==> src/rtl/enc_3b4b_stream_ctrl_if.sv <==
// Stream, encoder and output-packer signals of the 3b4b stream sequencer.
// The slave modport is the sequencer; the master modport is its surroundings.
interface enc_3b4b_stream_ctrl_if;
  logic       i_in_valid;
  logic [7:0] i_in_data;
  logic       i_in_last;
  logic       o_in_ready;
  logic [2:0] o_enc_data;
  logic       o_enc_rd_in;
  logic       o_enc_enb;
  logic [3:0] i_enc_data;
  logic       i_enc_rd_out;
  logic       i_enc_valid;
  logic       o_out_valid;
  logic [7:0] o_out_data;
  logic       o_out_last;
  logic       i_out_ready;

  modport slave (
    input  i_in_valid, i_in_data, i_in_last, i_enc_data, i_enc_rd_out, i_enc_valid, i_out_ready,
    output o_in_ready, o_enc_data, o_enc_rd_in, o_enc_enb, o_out_valid, o_out_data, o_out_last
  );

  modport master (
    output i_in_valid, i_in_data, i_in_last, i_enc_data, i_enc_rd_out, i_enc_valid, i_out_ready,
    input  o_in_ready, o_enc_data, o_enc_rd_in, o_enc_enb, o_out_valid, o_out_data, o_out_last
  );
endinterface

==> src/rtl/enc_3b4b_stream_ctrl.sv <==
// Packet sequencer feeding a 1-cycle 3b4b encoder: per-packet running disparity,
// credit-protected output FIFO with last-symbol tag, and packet length report.
module enc_3b4b_stream_ctrl #(
  parameter int PACKET_SIZE_WIDTH = 16,
  parameter int OUT_DEPTH         = 4
) (
  input  logic                         i_clk,
  input  logic                         i_rst,
  enc_3b4b_stream_ctrl_if.slave        bus,
  output logic [PACKET_SIZE_WIDTH-1:0] o_pkt_len,
  output logic                         o_pkt_done,
  output logic                         o_busy,
  output logic                         o_err_overlen
);
  localparam int PTR_W = $clog2(OUT_DEPTH);
  localparam int CNT_W = PTR_W + 1;

  typedef enum logic [1:0] {ST_IDLE, ST_RUN, ST_DRAIN, ST_DONE} state_t;

  state_t                 state_q, state_d;
  logic                   first_q, first_d;
  logic                   in_flight_q, in_flight_d;
  logic                   last_tag_q, last_tag_d;
  logic                   rd_q, rd_d;
  logic                   err_q, err_d;
  logic [PACKET_SIZE_WIDTH-1:0] pkt_cnt_q, pkt_cnt_d;
  logic [PTR_W-1:0]       wr_ptr_q, wr_ptr_d, rd_ptr_q, rd_ptr_d;
  logic [CNT_W-1:0]       fifo_cnt_q, fifo_cnt_d;
  logic [4:0]             mem_q [OUT_DEPTH];
  logic [4:0]             mem_d [OUT_DEPTH];

  logic       in_ready, enb, fifo_wr, fifo_rd, out_valid, credit_ok, rd_fwd;
  logic [4:0] head;
  logic [CNT_W:0] credit_sum;
  logic       unused_in_bits;

  assign unused_in_bits = ^bus.i_in_data[7:3];

  // Encoder results only count when we actually issued the cycle before;
  // this also drops stale encoder output right after reset.
  assign fifo_wr    = bus.i_enc_valid & in_flight_q;
  assign out_valid  = (fifo_cnt_q != '0);
  assign fifo_rd    = out_valid & bus.i_out_ready;
  assign head       = mem_q[rd_ptr_q];
  assign credit_sum = {1'b0, fifo_cnt_q} + (CNT_W+1)'(in_flight_q);
  assign credit_ok  = credit_sum < (CNT_W+1)'(OUT_DEPTH);
  assign enb        = bus.i_in_valid & in_ready;
  assign rd_fwd     = first_q ? 1'b0 : (fifo_wr ? bus.i_enc_rd_out : rd_q);

  always_comb begin
    state_d     = state_q;
    first_d     = first_q;
    err_d       = err_q;
    pkt_cnt_d   = pkt_cnt_q;
    in_ready    = 1'b0;
    o_pkt_done  = 1'b0;
    in_flight_d = enb;
    last_tag_d  = enb & bus.i_in_last;
    rd_d        = fifo_wr ? bus.i_enc_rd_out : rd_q;

    if (fifo_wr) begin
      if (&pkt_cnt_q) err_d = 1'b1;
      else            pkt_cnt_d = pkt_cnt_q + PACKET_SIZE_WIDTH'(1);
    end

    case (state_q)
      ST_IDLE: begin
        pkt_cnt_d = '0;
        if (bus.i_in_valid) begin
          state_d = ST_RUN;
          first_d = 1'b1;
          err_d   = 1'b0;
        end
      end
      ST_RUN: begin
        in_ready = credit_ok;
        if (enb) first_d = 1'b0;
        if (enb && bus.i_in_last) state_d = ST_DRAIN;
      end
      ST_DRAIN: begin
        if (fifo_rd && head[4]) state_d = ST_DONE;
      end
      ST_DONE: begin
        o_pkt_done = 1'b1;
        state_d    = ST_IDLE;
      end
      default: state_d = ST_IDLE;
    endcase
  end

  always_comb begin
    mem_d      = mem_q;
    wr_ptr_d   = wr_ptr_q;
    rd_ptr_d   = rd_ptr_q;
    if (fifo_wr) begin
      mem_d[wr_ptr_q] = {last_tag_q, bus.i_enc_data};
      wr_ptr_d        = wr_ptr_q + PTR_W'(1);
    end
    if (fifo_rd) rd_ptr_d = rd_ptr_q + PTR_W'(1);
    fifo_cnt_d = fifo_cnt_q + CNT_W'(fifo_wr) - CNT_W'(fifo_rd);
  end

  always_ff @(posedge i_clk) begin
    if (i_rst) begin
      state_q     <= ST_IDLE;
      first_q     <= 1'b0;
      in_flight_q <= 1'b0;
      last_tag_q  <= 1'b0;
      rd_q        <= 1'b0;
      err_q       <= 1'b0;
      pkt_cnt_q   <= '0;
      wr_ptr_q    <= '0;
      rd_ptr_q    <= '0;
      fifo_cnt_q  <= '0;
      mem_q       <= '{default: '0};
    end else begin
      state_q     <= state_d;
      first_q     <= first_d;
      in_flight_q <= in_flight_d;
      last_tag_q  <= last_tag_d;
      rd_q        <= rd_d;
      err_q       <= err_d;
      pkt_cnt_q   <= pkt_cnt_d;
      wr_ptr_q    <= wr_ptr_d;
      rd_ptr_q    <= rd_ptr_d;
      fifo_cnt_q  <= fifo_cnt_d;
      mem_q       <= mem_d;
    end
  end

  assign bus.o_in_ready  = in_ready;
  assign bus.o_enc_enb   = enb;
  assign bus.o_enc_data  = enb ? bus.i_in_data[2:0] : 3'b000;
  assign bus.o_enc_rd_in = enb & rd_fwd;
  assign bus.o_out_valid = out_valid;
  assign bus.o_out_data  = out_valid ? {4'b0000, head[3:0]} : 8'h00;
  assign bus.o_out_last  = out_valid & head[4];

  assign o_pkt_len     = (state_q == ST_DONE) ? pkt_cnt_q : '0;
  assign o_busy        = (state_q != ST_IDLE);
  assign o_err_overlen = err_q;
endmodule

==> src/flat_wrapper.sv <==
// flat-port wrapper written by rule: the top's interface ports become plain ports
module enc_3b4b_stream_ctrl_flat 
#(
  parameter int PACKET_SIZE_WIDTH = 16,
  parameter int OUT_DEPTH         = 4
)
  (i_clk, i_rst, o_pkt_len, o_pkt_done, o_busy, o_err_overlen, bus_i_in_valid, bus_i_in_data, bus_i_in_last, bus_i_enc_data, bus_i_enc_rd_out, bus_i_enc_valid, bus_i_out_ready, bus_o_in_ready, bus_o_enc_data, bus_o_enc_rd_in, bus_o_enc_enb, bus_o_out_valid, bus_o_out_data, bus_o_out_last);
  enc_3b4b_stream_ctrl_if bus_i ();
  input  logic i_clk;
  input  logic i_rst;
  output logic [PACKET_SIZE_WIDTH-1:0] o_pkt_len;
  output logic o_pkt_done;
  output logic o_busy;
  output logic o_err_overlen;
  input wire logic [$bits(bus_i.i_in_valid)-1:0] bus_i_in_valid;
  input wire logic [$bits(bus_i.i_in_data)-1:0] bus_i_in_data;
  input wire logic [$bits(bus_i.i_in_last)-1:0] bus_i_in_last;
  input wire logic [$bits(bus_i.i_enc_data)-1:0] bus_i_enc_data;
  input wire logic [$bits(bus_i.i_enc_rd_out)-1:0] bus_i_enc_rd_out;
  input wire logic [$bits(bus_i.i_enc_valid)-1:0] bus_i_enc_valid;
  input wire logic [$bits(bus_i.i_out_ready)-1:0] bus_i_out_ready;
  output wire logic [$bits(bus_i.o_in_ready)-1:0] bus_o_in_ready;
  output wire logic [$bits(bus_i.o_enc_data)-1:0] bus_o_enc_data;
  output wire logic [$bits(bus_i.o_enc_rd_in)-1:0] bus_o_enc_rd_in;
  output wire logic [$bits(bus_i.o_enc_enb)-1:0] bus_o_enc_enb;
  output wire logic [$bits(bus_i.o_out_valid)-1:0] bus_o_out_valid;
  output wire logic [$bits(bus_i.o_out_data)-1:0] bus_o_out_data;
  output wire logic [$bits(bus_i.o_out_last)-1:0] bus_o_out_last;
  assign bus_i.i_in_valid = bus_i_in_valid;
  assign bus_i.i_in_data = bus_i_in_data;
  assign bus_i.i_in_last = bus_i_in_last;
  assign bus_i.i_enc_data = bus_i_enc_data;
  assign bus_i.i_enc_rd_out = bus_i_enc_rd_out;
  assign bus_i.i_enc_valid = bus_i_enc_valid;
  assign bus_i.i_out_ready = bus_i_out_ready;
  assign bus_o_in_ready = bus_i.o_in_ready;
  assign bus_o_enc_data = bus_i.o_enc_data;
  assign bus_o_enc_rd_in = bus_i.o_enc_rd_in;
  assign bus_o_enc_enb = bus_i.o_enc_enb;
  assign bus_o_out_valid = bus_i.o_out_valid;
  assign bus_o_out_data = bus_i.o_out_data;
  assign bus_o_out_last = bus_i.o_out_last;
  enc_3b4b_stream_ctrl #(.PACKET_SIZE_WIDTH(PACKET_SIZE_WIDTH), .OUT_DEPTH(OUT_DEPTH)) u_core (.i_clk(i_clk), .i_rst(i_rst), .bus(bus_i), .o_pkt_len(o_pkt_len), .o_pkt_done(o_pkt_done), .o_busy(o_busy), .o_err_overlen(o_err_overlen));
endmodule
==> config.mk <==
export PLATFORM = sky130hd
export DESIGN_NAME = enc_3b4b_stream_ctrl_flat
export DESIGN_NICKNAME = d
export VERILOG_FILES = /design/src/rtl/enc_3b4b_stream_ctrl_if.sv /design/src/rtl/enc_3b4b_stream_ctrl.sv /design/src/flat_wrapper.sv
export SDC_FILE = /design/constraint.sdc
export NUM_CORES = 1
export LEC_CHECK = 0
export ABC_CLOCK_PERIOD_IN_PS = 4400
export CAP_MARGIN = 5
export CORE_MARGIN = 10
export CORE_UTILIZATION = 55
export DETAILED_ROUTE_END_ITERATION = 16
export GPL_TIMING_DRIVEN = 0
export PLACE_DENSITY = 0.95
export SETUP_SLACK_MARGIN = 0.15
export SKIP_CTS_REPAIR_TIMING = 1
export SLEW_MARGIN = 20
export SYNTH_ARGS = -nofsm -noshare
export SYNTH_HDL_FRONTEND = slang
export SYNTH_SLANG_ARGS = --single-unit
export TNS_END_PERCENT = 30
==> constraint.sdc <==
create_clock -name i_clk -period 4.4 [get_ports i_clk]
set_input_delay 0.88 -clock i_clk [delete_from_list [all_inputs] [get_ports i_clk]]
set_output_delay 0.88 -clock i_clk [all_outputs]
set_load 0.1 [all_outputs]
; ---- After elaboration in Yosys (flattened, before gate mapping)
; Index checks and enable logic that the tools add are counted.
[word_totals]
regBits = 50
latch_bits = 0
mem_bits_rw = 0
mem_bits_ro = 0
inputBits = 19
out_inout_bits = 35
wordCells = 76
memories = 0
[op_classes]
addsub = 6
mul = 0
div_mod_pow = 0
magnitude_cmp = 4
n_eq_ne = 7
n_shift = 0
mux = 24
n_bitwise = 9
n_reduce_logical = 12
[op_table]
columns = cell, n
row1 = $bwmux 20, 1
row2 = $add 16x1->16 const B, 1
row3 = $mux 16, 1
row4 = $reduce_and 16->1, 1
row5 = $mux 5, 3
row6 = $bmux 5 s2, 1
row7 = $demux 5 s2, 1
row8 = $mux 1, 10
row9 = $pmux 2 s4, 1
row10 = $and 1x1->1, 6
row11 = $ge 3x3->1 const B, 2
row12 = $mux 2, 3
row13 = $ne 2x1->1 const B, 3
row14 = $not 2->3, 2
row15 = $reduce_and 3->1, 2
row16 = $add 2x1->2 const B, 2
row17 = $add 3x1->4, 1
row18 = $eq 2x2->1 const B, 2
row19 = $lt 4x3->1 const B, 1
row20 = $mux 4, 1
row21 = $reduce_bool 2->1, 2
row22 = $add 3x1->3, 1
row23 = $logic_and 1x1->1, 3
row24 = $lt 3x1->1 const B, 1
row25 = other kinds (10), 10

; ---- Longest topological paths before layout
[depth]
depth_word = 7
ltp_mapped = 8
depth_no_buf = 8

; ---- Worst setup path before layout
; OpenSTA, ideal clock, no wires.
[synth_path]
kind = input -> output
from = input bus_i_enc_valid
to = output bus_o_enc_rd_in
arrival_ps = 3573
required_time_ps = 3520
setup_slack_ps = -53
cell_stages = 5
n_path_buf = 1
cell_sequence = nand2_1 -> inv_1 -> clkbuf_1 -> mux2i_1 -> nor3_1
[synth_via]
elab_chain_cells = 4
[synth_rtl]
columns = element, line
row1 = from (decl), flat_wrapper.sv:20  ; input wire logic [$bits(bus_i.i_enc_valid)-1:0] bus_i_enc_valid;
row2 = $and 1x1->1, enc_3b4b_stream_ctrl.sv:41  ; assign fifo_wr = bus.i_enc_valid & in_flight_q;
row3 = $mux 1, --
row4 = $mux 1, enc_3b4b_stream_ctrl.sv:48  ; assign rd_fwd = first_q ? 1'b0 : (fifo_wr ? bus.i_enc_rd_out : rd_q);
row5 = $and 1x1->1, enc_3b4b_stream_ctrl.sv:134  ; assign bus.o_enc_rd_in = enb & rd_fwd;
row6 = to (decl), flat_wrapper.sv:24  ; output wire logic [$bits(bus_i.o_enc_rd_in)-1:0] bus_o_enc_rd_in;
; No other way between the ends.

; ---- Worst setup path after layout
[layout_path]
from = register u_core.fifo_cnt_q[1]
to = output bus_o_enc_data[0]
[layout_via]
elab_chain_cells = 5
[layout_rtl]
columns = element, line
row1 = from (decl), enc_3b4b_stream_ctrl.sv:28  ; logic [CNT_W-1:0] fifo_cnt_q, fifo_cnt_d;
row2 = from (signal assigned), enc_3b4b_stream_ctrl.sv:126  ; fifo_cnt_q <= fifo_cnt_d;
row3 = $add 3x1->4, enc_3b4b_stream_ctrl.sv:45  ; assign credit_sum = {1'b0, fifo_cnt_q} + (CNT_W+1)'(in_flight_q);
row4 = $lt 4x3->1, enc_3b4b_stream_ctrl.sv:46  ; assign credit_ok = credit_sum < (CNT_W+1)'(OUT_DEPTH);
row5 = $mux 1, enc_3b4b_stream_ctrl.sv:66  ; case (state_q)
row6 = $and 1x1->1, enc_3b4b_stream_ctrl.sv:47  ; assign enb = bus.i_in_valid & in_ready;
row7 = $mux 3, enc_3b4b_stream_ctrl.sv:133  ; assign bus.o_enc_data = enb ? bus.i_in_data[2:0] : 3'b000;
row8 = to (decl), flat_wrapper.sv:23  ; output wire logic [$bits(bus_i.o_enc_data)-1:0] bus_o_enc_data;
; No other way between the ends.

==> flow_summary.ini <==
[synthesis]
ys_seq_elements = 50
synth_cell_types = 48
ys_seq_area_share_pct = 37.6
synth-edff-count = 0
syn_inst = 315
yosys_warnings = 0
netlist_area_um2 = 2660
ys_async_sr_fraction_pct = 0
syn_avg_cell_area_um2 = 8.45
synthFlopType = dfxtp_1

[clock_tree]
clockBufferDepth = 2
cts-htree-levels = 2
cts_tree = built
clk_pin_slew_ps = 90
cts.sinks = 50
numCtsBuffers = 5
ctsRootBufferMaster = clkbuf_8
clk-insertion-delay-late_ps = 310

[final_layout]
finalNonFillerCells = 423
fill_cells = 357
final_nets = 401
final_common_cell = dfxtp_1
area_growth_pct = 23.6
regArea_um2 = 1000
design_area_um2 = 3290
postLayoutCoreUtil_pct = 70.1
most-common-layout-cells = 50 x dfxtp_1, 49 x nand2_1, 43 x clkdlybuf4s50_1
multiInputGateArea_um2 = 1540
n_antenna_cell = 0
drive_above_1_share_pct = 6.78

[die]
dieArea_um2 = 8020
coreArea_um2 = 4690
num_rows = 25
initial_core_util_pct = 56.7
chipWidth_um = 89.6
fp.dieH_um = 89.6
io_pins = 54

[global_route]
grt_start_max_net_pins = 16
overflow = 0
grt_pass1_wl_mm = 11.4
grt_use_total_pct = 17.9
grt_pass1_vias = 2484
antenna_found_initial = 0

[sta]
drv_slew = 0
fin_crit_sh_pct = 91.4
min_period_ps = 4020
maxSlewHeadroom_pct = 34.0
worst_pin_slew_ps = 988
setup_viol = 0
rsz0062_at_grt = false
fin_tns_setup_ps = 0
skew_ps = 5.68
fmax_mhz = 249
final_hold_viol_count = 0

[pwr]
powerDensity_nw_per_um2 = 459
leakagePower_nw = 1.15
peakVddDrop_mv = 0.561

[drt]
vias = 2505
wl_mm = 6.93
drtPass1Iterations = 6
wl_per_cell_um = 16.4
drtIter0Drc = 258
ant_nets = 0
viasPerCell = 5.92
drc_errors = 0

[setup_path]
cp-start-kind = register
worstPathRequired_ps = 3520
worst_setup_path_end_kind = primary output
cp_max_fo = 6
arrival_ps = 3140
worst-setup-path-type = reg2out

[run_status]
status = completed

[place]
dp.cells = 416
io_buffers = 44
gp_congestion = 0.918
dpl-instance-area_um2 = 3190
place_hpwl_mm = 5.11

[min_path]
hold_path.class = reg2reg

[job]
maxCapViolCount = 0
==> routing by layer <==
layer / track usage (%) / vias up / part of all wire, %
li1: - / 1209 / -
met1: 21.3 / 1141 / 42
met2: 29.7 / 137 / 46
met3: 4.19 / 18 / 9.0
met4: 8.67 / 0 / 2.7
met5: 0 / - / 0
==> final timing paths <==
path | startpoint | end | slack, ps | cells after the start
worst max-delay path | u_core.fifo_cnt_q[1] | bus_o_enc_data[0] | 380 | 7
worst min-delay path | u_core.mem_q[16] | u_core.mem_q[16] | 460 | 2
worst max register to register | u_core.in_flight_q | u_core.fifo_cnt_q[2] | 2090 | 8
worst min register to register | u_core.mem_q[16] | u_core.mem_q[16] | 460 | 2
==> synth_stat cells, drive strengths merged, types with 2 or more instances <==
cell type,number,area share (%)
ha,12,5.6
nor2b,7,1.6
clkbuf,10,1.4
and2,19,4.5
or3,9,2.3
nand4,4,1.2
a211oi,3,0.85
and4,3,0.99
o31ai,3,0.85
xnor2,3,0.99
a21oi,32,6.0
nand2,49,6.9
nor3,4,0.75
buf,6,1.5
mux4,5,4.2
nor2,12,1.7
inv,16,2.3
dfxtp,50,38
nand3,27,5.1
o21ai,3,0.56
or4,2,0.56
o21a,3,0.85
nand3b,2,0.56
mux2i,10,3.8
nor4,3,1.2
==> state kept, by name (all words and copies together) (netlist names) <==
signal / flops
u_core.state_q: 2
u_core.in_flight_q: 1
u_core.rd_q: 1
u_core.pkt_cnt_q: 16
u_core.last_tag_q: 1
u_core.wr_ptr_q: 2
u_core.o_err_overlen: 1
u_core.rd_ptr_q: 2
u_core.first_q: 1
u_core.fifo_cnt_q: 3
u_core.mem_q: 20
==> area by class of cell <==
| type | instances | area share (%) |
|---|---|---|
| multi-input cells | 236 | 46.8 |
| flip-flops and latches | 50 | 30.4 |
| repair buffers | 44 | 13.2 |
| plain buffers | 16 | 2.32 |
| clock buffers | 5 | 2.09 |
| well taps | 54 | 2.05 |
| inverters | 16 | 1.83 |
| clock inverters | 2 | 1.18 |
==> cells by family after synthesis <==
family	Yosys count	share of synthesized area, %
AO/OA/AOI/OAI	55	12.8
buffers and inverters	32	5.12
multiplexers	16	8.42
flip-flops	50	37.6
other	1	0.141
XOR/XNOR	4	1.32
adder cells (fa/ha/maj)	13	6.39
AND/OR/NAND/NOR	144	28.2
==> critical path: stages (launching register included) <==
cell	delay, ps
dfxtp_1	390
ha_1	240
nand4b_1	220
mux2_2	310
nand3b_1	230
inv_1	160
and2_1	140
clkdlybuf4s50_1	1140
==> metrics by stage <==
stage / total power [mW] / setup slack, ps / hold slack (ps)
global placement: 1.16 / -73.4 / 439
detailed placement: 1.19 / -137 / 446
CTS: 1.51 / -165 / 459
floorplan: 1.03 / 749 / 433
global route: 1.58 / 201 / 478
finish: 1.51 / 378 / 463
==> report_power, final <==
part | switching (mW) | total, mW | internal, mW
sequential | 0.0410 | 0.529 | 0.488
clock | 0.157 | 0.325 | 0.167
combinational | 0.459 | 0.654 | 0.196
Power figures use the tool's default switching activity.
